[src/rtl/vga_sync_gen.sv]
// VGA timing generator: advances one pixel per clk with pix_en high and
// produces registered hsync/vsync, video_on, pixel coordinates and
// line/frame start pulses, all decoded from the next-state counters.
module vga_sync_gen #(
  parameter int unsigned H_VISIBLE = 640,
  parameter int unsigned H_FRONT   = 16,
  parameter int unsigned H_SYNC    = 96,
  parameter int unsigned H_BACK    = 48,
  parameter int unsigned V_VISIBLE = 480,
  parameter int unsigned V_FRONT   = 10,
  parameter int unsigned V_SYNC    = 2,
  parameter int unsigned V_BACK    = 33,
  parameter bit          SYNC_POL  = 1'b0,
  parameter int unsigned CNT_W     = 10
) (
  input  logic             clk,
  input  logic             rst_a,
  input  logic             pix_en,
  output logic             hsync,
  output logic             vsync,
  output logic             video_on,
  output logic [CNT_W-1:0] pix_x,
  output logic [CNT_W-1:0] pix_y,
  output logic             line_start,
  output logic             frame_start
);

  localparam int unsigned H_TOTAL = H_VISIBLE + H_FRONT + H_SYNC + H_BACK;
  localparam int unsigned V_TOTAL = V_VISIBLE + V_FRONT + V_SYNC + V_BACK;

  localparam logic [CNT_W-1:0] H_LAST = CNT_W'(H_TOTAL - 1);
  localparam logic [CNT_W-1:0] V_LAST = CNT_W'(V_TOTAL - 1);

  // Decode bounds carry one spare bit so a sync end equal to the total
  // (zero back porch) still compares correctly.
  localparam logic [CNT_W:0] H_VIS_END = (CNT_W+1)'(H_VISIBLE);
  localparam logic [CNT_W:0] HS_BEG    = (CNT_W+1)'(H_VISIBLE + H_FRONT);
  localparam logic [CNT_W:0] HS_END    = (CNT_W+1)'(H_VISIBLE + H_FRONT + H_SYNC);
  localparam logic [CNT_W:0] V_VIS_END = (CNT_W+1)'(V_VISIBLE);
  localparam logic [CNT_W:0] VS_BEG    = (CNT_W+1)'(V_VISIBLE + V_FRONT);
  localparam logic [CNT_W:0] VS_END    = (CNT_W+1)'(V_VISIBLE + V_FRONT + V_SYNC);

  logic [CNT_W-1:0] h_cnt_q, h_cnt_d;
  logic [CNT_W-1:0] v_cnt_q, v_cnt_d;
  logic             hsync_q, hsync_d;
  logic             vsync_q, vsync_d;
  logic             video_on_q, video_on_d;
  logic [CNT_W-1:0] pix_x_q, pix_x_d;
  logic [CNT_W-1:0] pix_y_q, pix_y_d;
  logic             line_start_q, line_start_d;
  logic             frame_start_q, frame_start_d;

  logic [CNT_W:0]   h_ext;
  logic [CNT_W:0]   v_ext;

  // Next-state pixel/line counters: advance only on a pixel tick.
  always_comb begin
    // NOTE: defaults first so every path assigns the outputs and no latch is inferred.
    h_cnt_d = h_cnt_q;
    v_cnt_d = v_cnt_q;
    if (pix_en) begin
      if (h_cnt_q == H_LAST) begin
        h_cnt_d = '0;
        if (v_cnt_q == V_LAST) v_cnt_d = '0;
        else                   v_cnt_d = v_cnt_q + 1'b1;
      end else begin
        h_cnt_d = h_cnt_q + 1'b1;
      end
    end
  end

  // Output decode from the next-state counters so outputs line up with them.
  always_comb begin
    h_ext         = {1'b0, h_cnt_d};
    v_ext         = {1'b0, v_cnt_d};
    video_on_d    = (h_ext < H_VIS_END) && (v_ext < V_VIS_END);
    hsync_d       = ((h_ext >= HS_BEG) && (h_ext < HS_END)) ? SYNC_POL : ~SYNC_POL;
    vsync_d       = ((v_ext >= VS_BEG) && (v_ext < VS_END)) ? SYNC_POL : ~SYNC_POL;
    pix_x_d       = video_on_d ? h_cnt_d : '0;
    pix_y_d       = video_on_d ? v_cnt_d : '0;
    // Pulses fire only on the advancing edge that wraps h_cnt, so they
    // last one clk even with pix_en held high.
    line_start_d  = pix_en && (h_cnt_q == H_LAST);
    frame_start_d = line_start_d && (v_cnt_q == V_LAST);
  end

  // State and output registers; reset parks the counters one pixel before (0,0).
  always_ff @(posedge clk or posedge rst_a) begin
    if (rst_a) begin
      // NOTE: sequential state uses non-blocking assignments so all flops update together.
      h_cnt_q       <= H_LAST;
      v_cnt_q       <= V_LAST;
      hsync_q       <= ~SYNC_POL;
      vsync_q       <= ~SYNC_POL;
      video_on_q    <= 1'b0;
      pix_x_q       <= '0;
      pix_y_q       <= '0;
      line_start_q  <= 1'b0;
      frame_start_q <= 1'b0;
    end else begin
      h_cnt_q       <= h_cnt_d;
      v_cnt_q       <= v_cnt_d;
      hsync_q       <= hsync_d;
      vsync_q       <= vsync_d;
      video_on_q    <= video_on_d;
      pix_x_q       <= pix_x_d;
      pix_y_q       <= pix_y_d;
      line_start_q  <= line_start_d;
      frame_start_q <= frame_start_d;
    end
  end

  assign hsync       = hsync_q;
  assign vsync       = vsync_q;
  assign video_on    = video_on_q;
  assign pix_x       = pix_x_q;
  assign pix_y       = pix_y_q;
  assign line_start  = line_start_q;
  assign frame_start = frame_start_q;

endmodule
[config.mk]
export PLATFORM = sky130hd
export DESIGN_NAME = vga_sync_gen
export DESIGN_NICKNAME = d
export VERILOG_FILES = /design/src/rtl/vga_sync_gen.sv
export SDC_FILE = /design/constraint.sdc
export NUM_CORES = 1
export LEC_CHECK = 0
export BUFFER_PORTS_ARGS = -buffer_cell sky130_fd_sc_hd__buf_2
export CORE_UTILIZATION = 60
export DETAILED_ROUTE_END_ITERATION = 16
export GPL_ROUTABILITY_DRIVEN = 1
export HOLD_SLACK_MARGIN = 0.1
export PLACE_DENSITY = 0.82
export SKIP_CTS_REPAIR_TIMING = 1
export SYNTH_ARGS = -nofsm -noshare
export SYNTH_HDL_FRONTEND = slang
export SYNTH_SLANG_ARGS = --single-unit
[constraint.sdc]
create_clock -name clk -period 5.63 [get_ports clk]
set_clock_uncertainty 0.15 [all_clocks]
set_input_delay 0.2815 -clock clk [delete_from_list [all_inputs] [get_ports clk]]
set_output_delay 0.2815 -clock clk [all_outputs]
set_load 0.01 [all_outputs]
* Word level (Yosys, flattened, before mapping)
Cells that the tools add are included.
Cells by class: $add $sub $neg 2, $lt $le $gt $ge 6, equal/unequal tests 2, multiplexer cells 9, reductions and logical operators 5
Operator list (count):
- $mux W10 | 7
- $add A10 B1 Y10 const B | 2
- $eq A10 B10 Y1 const B | 2
- $lt A10 B10 Y1 const B | 2
- $lt A10 B9 Y1 const B | 2
- $ge A10 B10 Y1 const B | 1
- $ge A10 B9 Y1 const B | 1
- $logic_and A1 B1 Y1 | 5
- $mux W1 | 2
Storage, ports and cells: flip-flop bits (word level) 45, input bits 3, output and inout bits 25, word-level logic and storage cells 33

* Depth between registers and ports, before layout
Gate-level depths: netlist of run 1.
depth in word-level cells 7, depth in mapped cells 9, depth with buffers taken out 7

* Least setup slack after synthesis of run 1
No wires, ideal clock.
kind register to register, start point register h_cnt_q[0], end point register pix_x_q[5] (netlist: pix_x[5]), library setup time 0.137 ns, arrival time 2.070 ns, data required time 5.343 ns, setup slack 3.273 ns, stages on the path, launching flop included 9, buffers on the path 2, clock period less this slack 2.357 ns, cells stage by stage dfstp_2 > ha_1 > and3_1 > buf_2 > nand3_4 > or4_4 > o211ai_4 > buf_6 > nor3_1
On the way: cells in the longest elaborated chain, start to end 6, elaborated cells between the ends (all ways) 10, those cells by class add/sub (1); order compare (2); eq/ne (1); mux (5); reduce/logical (1)
RTL lines:
- start, declared | line 43 | logic [CNT_W-1:0] h_cnt_q, h_cnt_d;
- start signal, assigned | line 101 | h_cnt_q <= h_cnt_d;
- $add A10 B1 Y10 or $eq A10 B10 Y1 (tied branches) | line 67, 62
- $mux W10 | line 62 | if (h_cnt_q == H_LAST) begin
- $mux W10 | line 61 | if (pix_en) begin
- $lt A10 B10 Y1 or $lt A10 B9 Y1 (tied branches) | line 76 | video_on_d = (h_ext < H_VIS_END) && (v_ext < V_VIS_END);
- $logic_and A1 B1 Y1 | line 76
- $mux W10 * | line 79 | pix_x_d = video_on_d ? h_cnt_d : '0;
- via pix_x_d[5] | line 48 | logic [CNT_W-1:0] pix_x_q, pix_x_d;
- end signal, assigned | line 106 | pix_x_q <= pix_x_d;
- end, declared | line 48
The timed path passes the listed nets; every way through them passes the cells marked *.

* Worst setup path in the final report of run 1
start point register h_cnt_q[0], end point register pix_x_q[4] (netlist: pix_x[4])
Same word-level chain as after synthesis.

==> impl_metrics.json, run 1 <==
{
  "critPathCaptureType": "register",
  "synth_area_leaders": "dfrtp_1 39%, dfstp_2 15%, nor3b_1 2.8%",
  "ir_worst_vdd_v": 0.000299,
  "die_h_um": 61.7,
  "cts_root_buf": "clkbuf_4",
  "totalWireLength_mm": 4.28,
  "globalplace.congestion": 0.998,
  "synth_top_cell_area_share_pct": 38.6,
  "r2r-start": "h_cnt_q[0]",
  "hold_viol_final": 0,
  "min_period_over_period_pct": 56.5,
  "fp.dieW_um": 61.7,
  "rrSetupSlack_ps": 2450,
  "placed_cells": 254,
  "fp-row-count": 21,
  "cts_buffer_depth": 2,
  "drv_slew": 0,
  "grt_pass1_wl_mm": 6.89,
  "drive_above_1_share_pct": 30.7,
  "worstSetupStartpointType": "register",
  "finalSetupViolCount": 0,
  "synth.distinct_cells": 51,
  "grt_pass1_vias": 1483,
  "drtAntennaViolNets": 0,
  "syn_inst": 187,
  "netlist.top_cell.by_area": "dfrtp_1",
  "syn_area_mm2": 0.00214,
  "syn_nets": 193,
  "clock-sinks": 45,
  "dp_slack_ps": 2500,
  "hold_depth": 1,
  "grt_overflow": 0,
  "core-area_mm2": 0.00336,
  "clock_latency_ps": 370,
  "synth-seq-area-share_pct": 53.4,
  "antenna_found_initial": 0,
  "critical_path_arrival_ps": 3260,
  "required_ps": 5710,
  "firstDrtPassIters": 4,
  "status": "finished, final reports clean",
  "synthArstFlopShare_pct": 100,
  "drt-initial-drc-count": 93,
  "cts_tree": "built",
  "grt_max_degree": 46,
  "p_per_area_mw_per_mm2": 282,
  "initial_utilization_pct": 63.6,
  "tightest_slew_ps": 813,
  "cp_max_fo": 11,
  "layout_min_cycle_time_ps": 3180,
  "yosysWarnings": 0,
  "p_leak_uw": 0.00111,
  "ys.flop_type": "dfrtp_1",
  "diodes": 0,
  "maxCapViolCount": 0,
  "r2r-end": "pix_x[4]",
  "syn_area_per_cell_um2": 11.4,
  "vias": 1583,
  "synth_edf_count": 0,
  "ff2ff_path_depth": 7,
  "wire_per_inst_um": 16.2,
  "port_buffers": 27,
  "p_total_uw": 673,
  "path_clk_slew_ps": 130,
  "drc": 0,
  "setup_ws_ps": 2450,
  "fmax_ghz": 0.314,
  "path_class": "reg -> reg",
  "min-delay-start": "h_cnt_q[2]",
  "min_path_type": "reg -> reg",
  "final_cells": 264,
  "htree_num_levels": 2,
  "final.setup.tns_ps": 0,
  "grt_usage_pct": 25.9,
  "rsz0062_at_grt": "no",
  "whs_endpoint": "h_cnt_q[2]",
  "hpwlAfterDp_mm": 3.00,
  "avgViaCountPerCell": 6.00,
  "nets": 223,
  "area_growth_pct": 11.5,
  "cts-buffers-inserted": 5,
  "dieArea_mm2": 0.00381,
  "ys_ff_latch": 45,
  "pin_count": 28,
  "maxSlewHeadroom_pct": 45.7
}
[metal layers]
metal	global-route usage (%)	part of all wire, %	vias to the layer above
met2	38.6	49	60
met4	18.1	3.0	0
met5	0	0	-
li1	-	-	737
met3	4.76	5.5	14
met1	34.6	42	772
[flip-flops by register name, summed over array words and instances (netlist names)]
signal and cells:
v_cnt_q 10, video_on 1, h_cnt_q 10, pix_y 10, frame_start 1, hsync 1, line_start 1, pix_x 10
vsync 1
[layout make-up]
type,count,area [um2]
multi-input cells,122,901
clock buffers,7,65.1
fillers,261,978
clock inverters,1,5.00
flip-flops and latches,45,1140
inverters,12,45.0
well taps,46,57.6
repair buffers,31,170
[through the flow]
step                      hold WS [ps]  instance area (um2)  util [%]
after global routing               440                 2380      70.9
after CTS                         -110                 2360      70.3
after floorplan                    354                 2140         -
after global placement             278                 2290      68.2
after detailed placement           300                 2290      68.2
final                              408                 2380      70.9
[cells by family after synthesis]
family	count (synthesis)	synth area share, %
and+or+nand+nor	81	25.5
DFF	45	53.4
AOI/OAI and AO/OA	25	9.48
buffers and inverters	20	4.50
xor gates and xnor gates	9	3.69
adders and majority gates	3	1.76
muxes	3	1.52
other	1	0.175
[power breakdown]
group	leakage (uW)	internal (uW)	switching [uW]
Sequential	0.000573	362	38.4
Clock	0.0000413	72.4	100
Combinational	0.000496	39.3	60.5
[synthesized netlist by cell type, drive strengths merged (2+ instances only)]
| cell | n |
|---|---|
| dfrtp | 33 |
| dfstp | 12 |
| inv | 12 |
| nor2 | 10 |
| nor3b | 10 |
| nand2 | 9 |
| nor3 | 9 |
| buf | 8 |
| nand3 | 8 |
| nor4 | 7 |
| o21ai | 7 |
| nand4 | 6 |
| or3 | 6 |
| xnor2 | 5 |
| and3 | 4 |
| xor2 | 4 |
| ha | 3 |
| or4 | 3 |
| a21o | 2 |
| a21oi | 2 |
| and4 | 2 |
| mux2 | 2 |
| nand4b | 2 |
| o31ai | 2 |
| o41ai | 2 |
[cells in the final DEF, fill, tap and decap left out, types with 4 or more instances in the layout]
cell type	Yosys	final
nor3b_1	8	8
nor3_1	8	8
buf_2	5	27
nand3_1	7	7
and3_1	4	4
xnor2_1	5	5
nand2_1	9	9
o21ai_0	7	7
inv_1	12	12
or3_1	4	4
nor2_1	10	10
clkbuf_4	0	5
xor2_1	4	4
dfrtp_1	33	33
dfstp_2	12	12
nand4_1	6	6
nor4_2	4	4
[critical path: stages (launching register included)]
cell and delay (ps):
dfstp_2 580, ha_1 210, and3_1 350, nand3_4 210, or3_1 430, a211oi_2 720, buf_4 320, nor3_1 80
[how the worst max path moves through the flow]
| stage | from | end | slack, ps |
|---|---|---|---|
| 5_1_grt | h_cnt_q[0] | pix_y[4] | 2280 |
| 2_1_floorplan | h_cnt_q[0] | pix_x[5] | 3270 |
| 3_5_place_dp | h_cnt_q[0] | pix_x[8] | 2500 |
| 6_report | h_cnt_q[0] | pix_x[4] | 2450 |
| 3_3_place_gp | h_cnt_q[0] | pix_y[5] | 2660 |
| 4_1_cts | h_cnt_q[0] | pix_y[4] | 2470 |
Power figures use the tool's default switching activity.
==> run 2, diff against run 1 <==
--- a/config.mk
+++ b/config.mk
@@ -5,12 +5,13 @@
 export SDC_FILE = /design/constraint.sdc
 export NUM_CORES = 1
 export LEC_CHECK = 0
+export ABC_AREA = 1
 export BUFFER_PORTS_ARGS = -buffer_cell sky130_fd_sc_hd__buf_2
-export CORE_UTILIZATION = 60
+export CORE_UTILIZATION = 51
 export DETAILED_ROUTE_END_ITERATION = 16
 export GPL_ROUTABILITY_DRIVEN = 1
 export HOLD_SLACK_MARGIN = 0.1
-export PLACE_DENSITY = 0.82
+export PLACE_DENSITY = 0.75
 export SKIP_CTS_REPAIR_TIMING = 1
 export SYNTH_ARGS = -nofsm -noshare
 export SYNTH_HDL_FRONTEND = slang
==> constraint.sdc (replaced) <==
create_clock -name clk -period 2.6 [get_ports clk]
set_clock_uncertainty 0.15 [all_clocks]
set_input_delay 0.13 -clock clk [delete_from_list [all_inputs] [get_ports clk]]
set_output_delay 0.13 -clock clk [all_outputs]
set_load 0.01 [all_outputs]
==> impl_metrics.json, run 2 <==
{
  "required_ps": 2620,
  "fp.dieW_um": 67.0,
  "nets": 293,
  "synth_area_leaders": "dfrtp_1 38%, dfstp_2 15%, inv_1 9.4%",
  "final.setup.tns_ps": 0,
  "final_cell_mix": "53 x inv_1, 45 x nand2_1, 33 x dfrtp_1, 30 x nor2_1, 27 x buf_2",
  "synth_edf_count": 0,
  "syn_nets": 259,
  "firstDrtPassIters": 4,
  "hold_viol_final": 0,
  "crit_path_max_incr_delay_ps": 560,
  "core-area_mm2": 0.00403,
  "cts_root_buf": "clkbuf_8",
  "syn_area_mm2": 0.00216,
  "status": "finished, final reports clean",
  "yosysWarnings": 0,
  "ys_ff_latch": 45,
  "cp_max_fo": 13,
  "intPower_uw": 1150,
  "clock-sinks": 45,
  "rsz0062_at_grt": "no",
  "drtAntennaViolNets": 0,
  "grt_overflow": 0,
  "yosys-top-cells-count": "54 x inv_1, 45 x nand2_1, 33 x dfrtp_1",
  "avgViaCountPerCell": 4.88,
  "p_sw_share_pct": 33.7,
  "grt_max_degree": 31,
  "finalSetupViolCount": 0,
  "drc": 0,
  "p_leak_uw": 0.00138,
  "min_period_over_period_pct": 92.1,
  "htree_num_levels": 2,
  "fin_hold_ws_ps": 87.0,
  "path_class": "reg -> reg",
  "drive_above_1_share_pct": 25.4,
  "synthArstFlopShare_pct": 100,
  "ir_worst_vdd_v": 0.000345,
  "vias": 1646,
  "cts-buffers-inserted": 5,
  "p_sw_uw": 587,
  "p_seq_share_pct": 52.5,
  "crit_top_cell": "nand2_1",
  "worstSetupStartpointType": "register",
  "tightest_slew_ps": 528,
  "min_path_type": "in -> reg",
  "maxSlewHeadroom_pct": 64.6,
  "diodes": 0,
  "clock_latency_ps": 280,
  "critical_path_arrival_ps": 2410,
  "totalWireLength_mm": 3.87,
  "pin_count": 28,
  "synth_top_cell_area_share_pct": 38.3,
  "p_comb_share_pct": 23.9,
  "layout_commonest_cell": "inv_1",
  "die_h_um": 67.0,
  "maxCapViolCount": 0,
  "syn_inst": 253,
  "globalplace.congestion": 0.918,
  "fmax_ghz": 0.418,
  "syn_area_per_cell_um2": 8.52,
  "path_clk_slew_ps": 80,
  "grt_usage_pct": 20.1,
  "hold_depth": 3,
  "antenna_found_initial": 0,
  "ys.flop_type": "dfrtp_1",
  "layout_min_cycle_time_ps": 2390,
  "p_per_area_mw_per_mm2": 714,
  "p_clk_share_pct": 23.6,
  "synth-seq-area-share_pct": 52.9,
  "wire_per_inst_um": 11.5,
  "drt-initial-drc-count": 52,
  "port_buffers": 27,
  "hpwlAfterDp_mm": 3.00,
  "grt_pass1_wl_mm": 6.66,
  "netlist.top_cell.by_area": "dfrtp_1",
  "fp-row-count": 23,
  "yosysMostFrequentCell": "inv_1",
  "cts_buffer_depth": 2,
  "drv_slew": 0,
  "synth.distinct_cells": 28,
  "fillers": 383,
  "area_growth_pct": 13.1,
  "crit_slowest_cell": "dfstp_2",
  "cp_cell_sequence": "ha_1, nand2_1, inv_1, nand3_2, nor2_4, inv_2, o21ai_2, nand2_1, nor2_1, nand2_1, nand3_2, buf_4, nor2_1",
  "grt_pass1_vias": 1473,
  "cts_tree": "built",
  "dieArea_mm2": 0.00449,
  "critPathCaptureType": "register",
  "initial_utilization_pct": 53.5,
  "ff2ff_path_depth": 13
}
## run 2: cell types whose count changed after synthesis, sizes merged, moves of 3 or more
cell,previous run,this run
nand3,8,26
xnor2,5,0
nor2,10,45
nand3b,0,3
nor3b,10,0
nor4,7,0
or4,3,0
buf,8,3
nor3,9,1
nand2,9,46
inv,12,56
or3,6,0
and3,4,0
## run 2: final cells by class
type | instances | area, um2 | area share (%)
clock buffer | 7 | 86.3 | 3.54
inverter | 57 | 215 | 8.83
multi-input combinational | 147 | 766 | 31.4
sequential | 45 | 1140 | 46.8
tap | 50 | 62.6 | 2.57
timing repair buffer | 31 | 168 | 6.88
## run 2: logic make-up (layout without fill, tap and decap cells)
family                     count (synthesis)  count (layout)  share of synthesized area, %
and+or+nand+nor                          130             130                          29.9
AOI/OAI and AO/OA                         11              11                          2.90
adders and majority gates                  3               3                          1.74
buffers and inverters                     61              95                          11.5
xor gates and xnor gates                   2               2                         0.813
DFF                                       45              45                          52.9
other                                      1               1                         0.174
## run 2: per-stage QoR
step	setup slack (ps)	area [um2]	util [%]	total power, uW	cells
detailed placement	219	2340	58.1	1340	329
finish	206	2440	60.5	1740	337
global route	33.7	2440	60.5	1860	337
CTS	197	2430	60.3	1760	336
floorplan	566	2160	-	1230	253
global placement	250	2340	58.1	1340	329
## run 2: worst paths after layout
check | slack (ps) | start | end
setup / recovery | 210 | h_cnt_q[0] | pix_y[5]
hold / removal | 90 | pix_en | h_cnt_q[1]
setup reg to reg | 210 | h_cnt_q[0] | pix_y[5]
hold reg to reg | 390 | h_cnt_q[4] | h_cnt_q[4]
max in group asynchronous | 1340 | rst_a | h_cnt_q[2]
min in group asynchronous | 220 | rst_a | pix_x[2]
## run 2: worst max-delay path: cells and delay by family, from the launching register on
family | cells | cell delay (ps)
buf+inv | 3 | 390
flops | 1 | 560
simple gates | 8 | 840
fa+ha+maj | 1 | 210
compound gates | 1 | 110
## run 2: layer usage
layer	GRT usage, %	up-vias	routed length, um
met1	28.9	767	1910
met4	5.85	0	41
met5	0	-	0
met2	30.3	42	1760
met3	4.28	4	160
li1	-	833	-
## run 2: power by group through the flow
stage	logic, uW	registers (uW)	clock network (uW)
floorplan	335	899	0
global placement	410	926	0
detailed placement	419	921	0
CTS	419	912	425
global route	482	932	448
finish	416	914	411
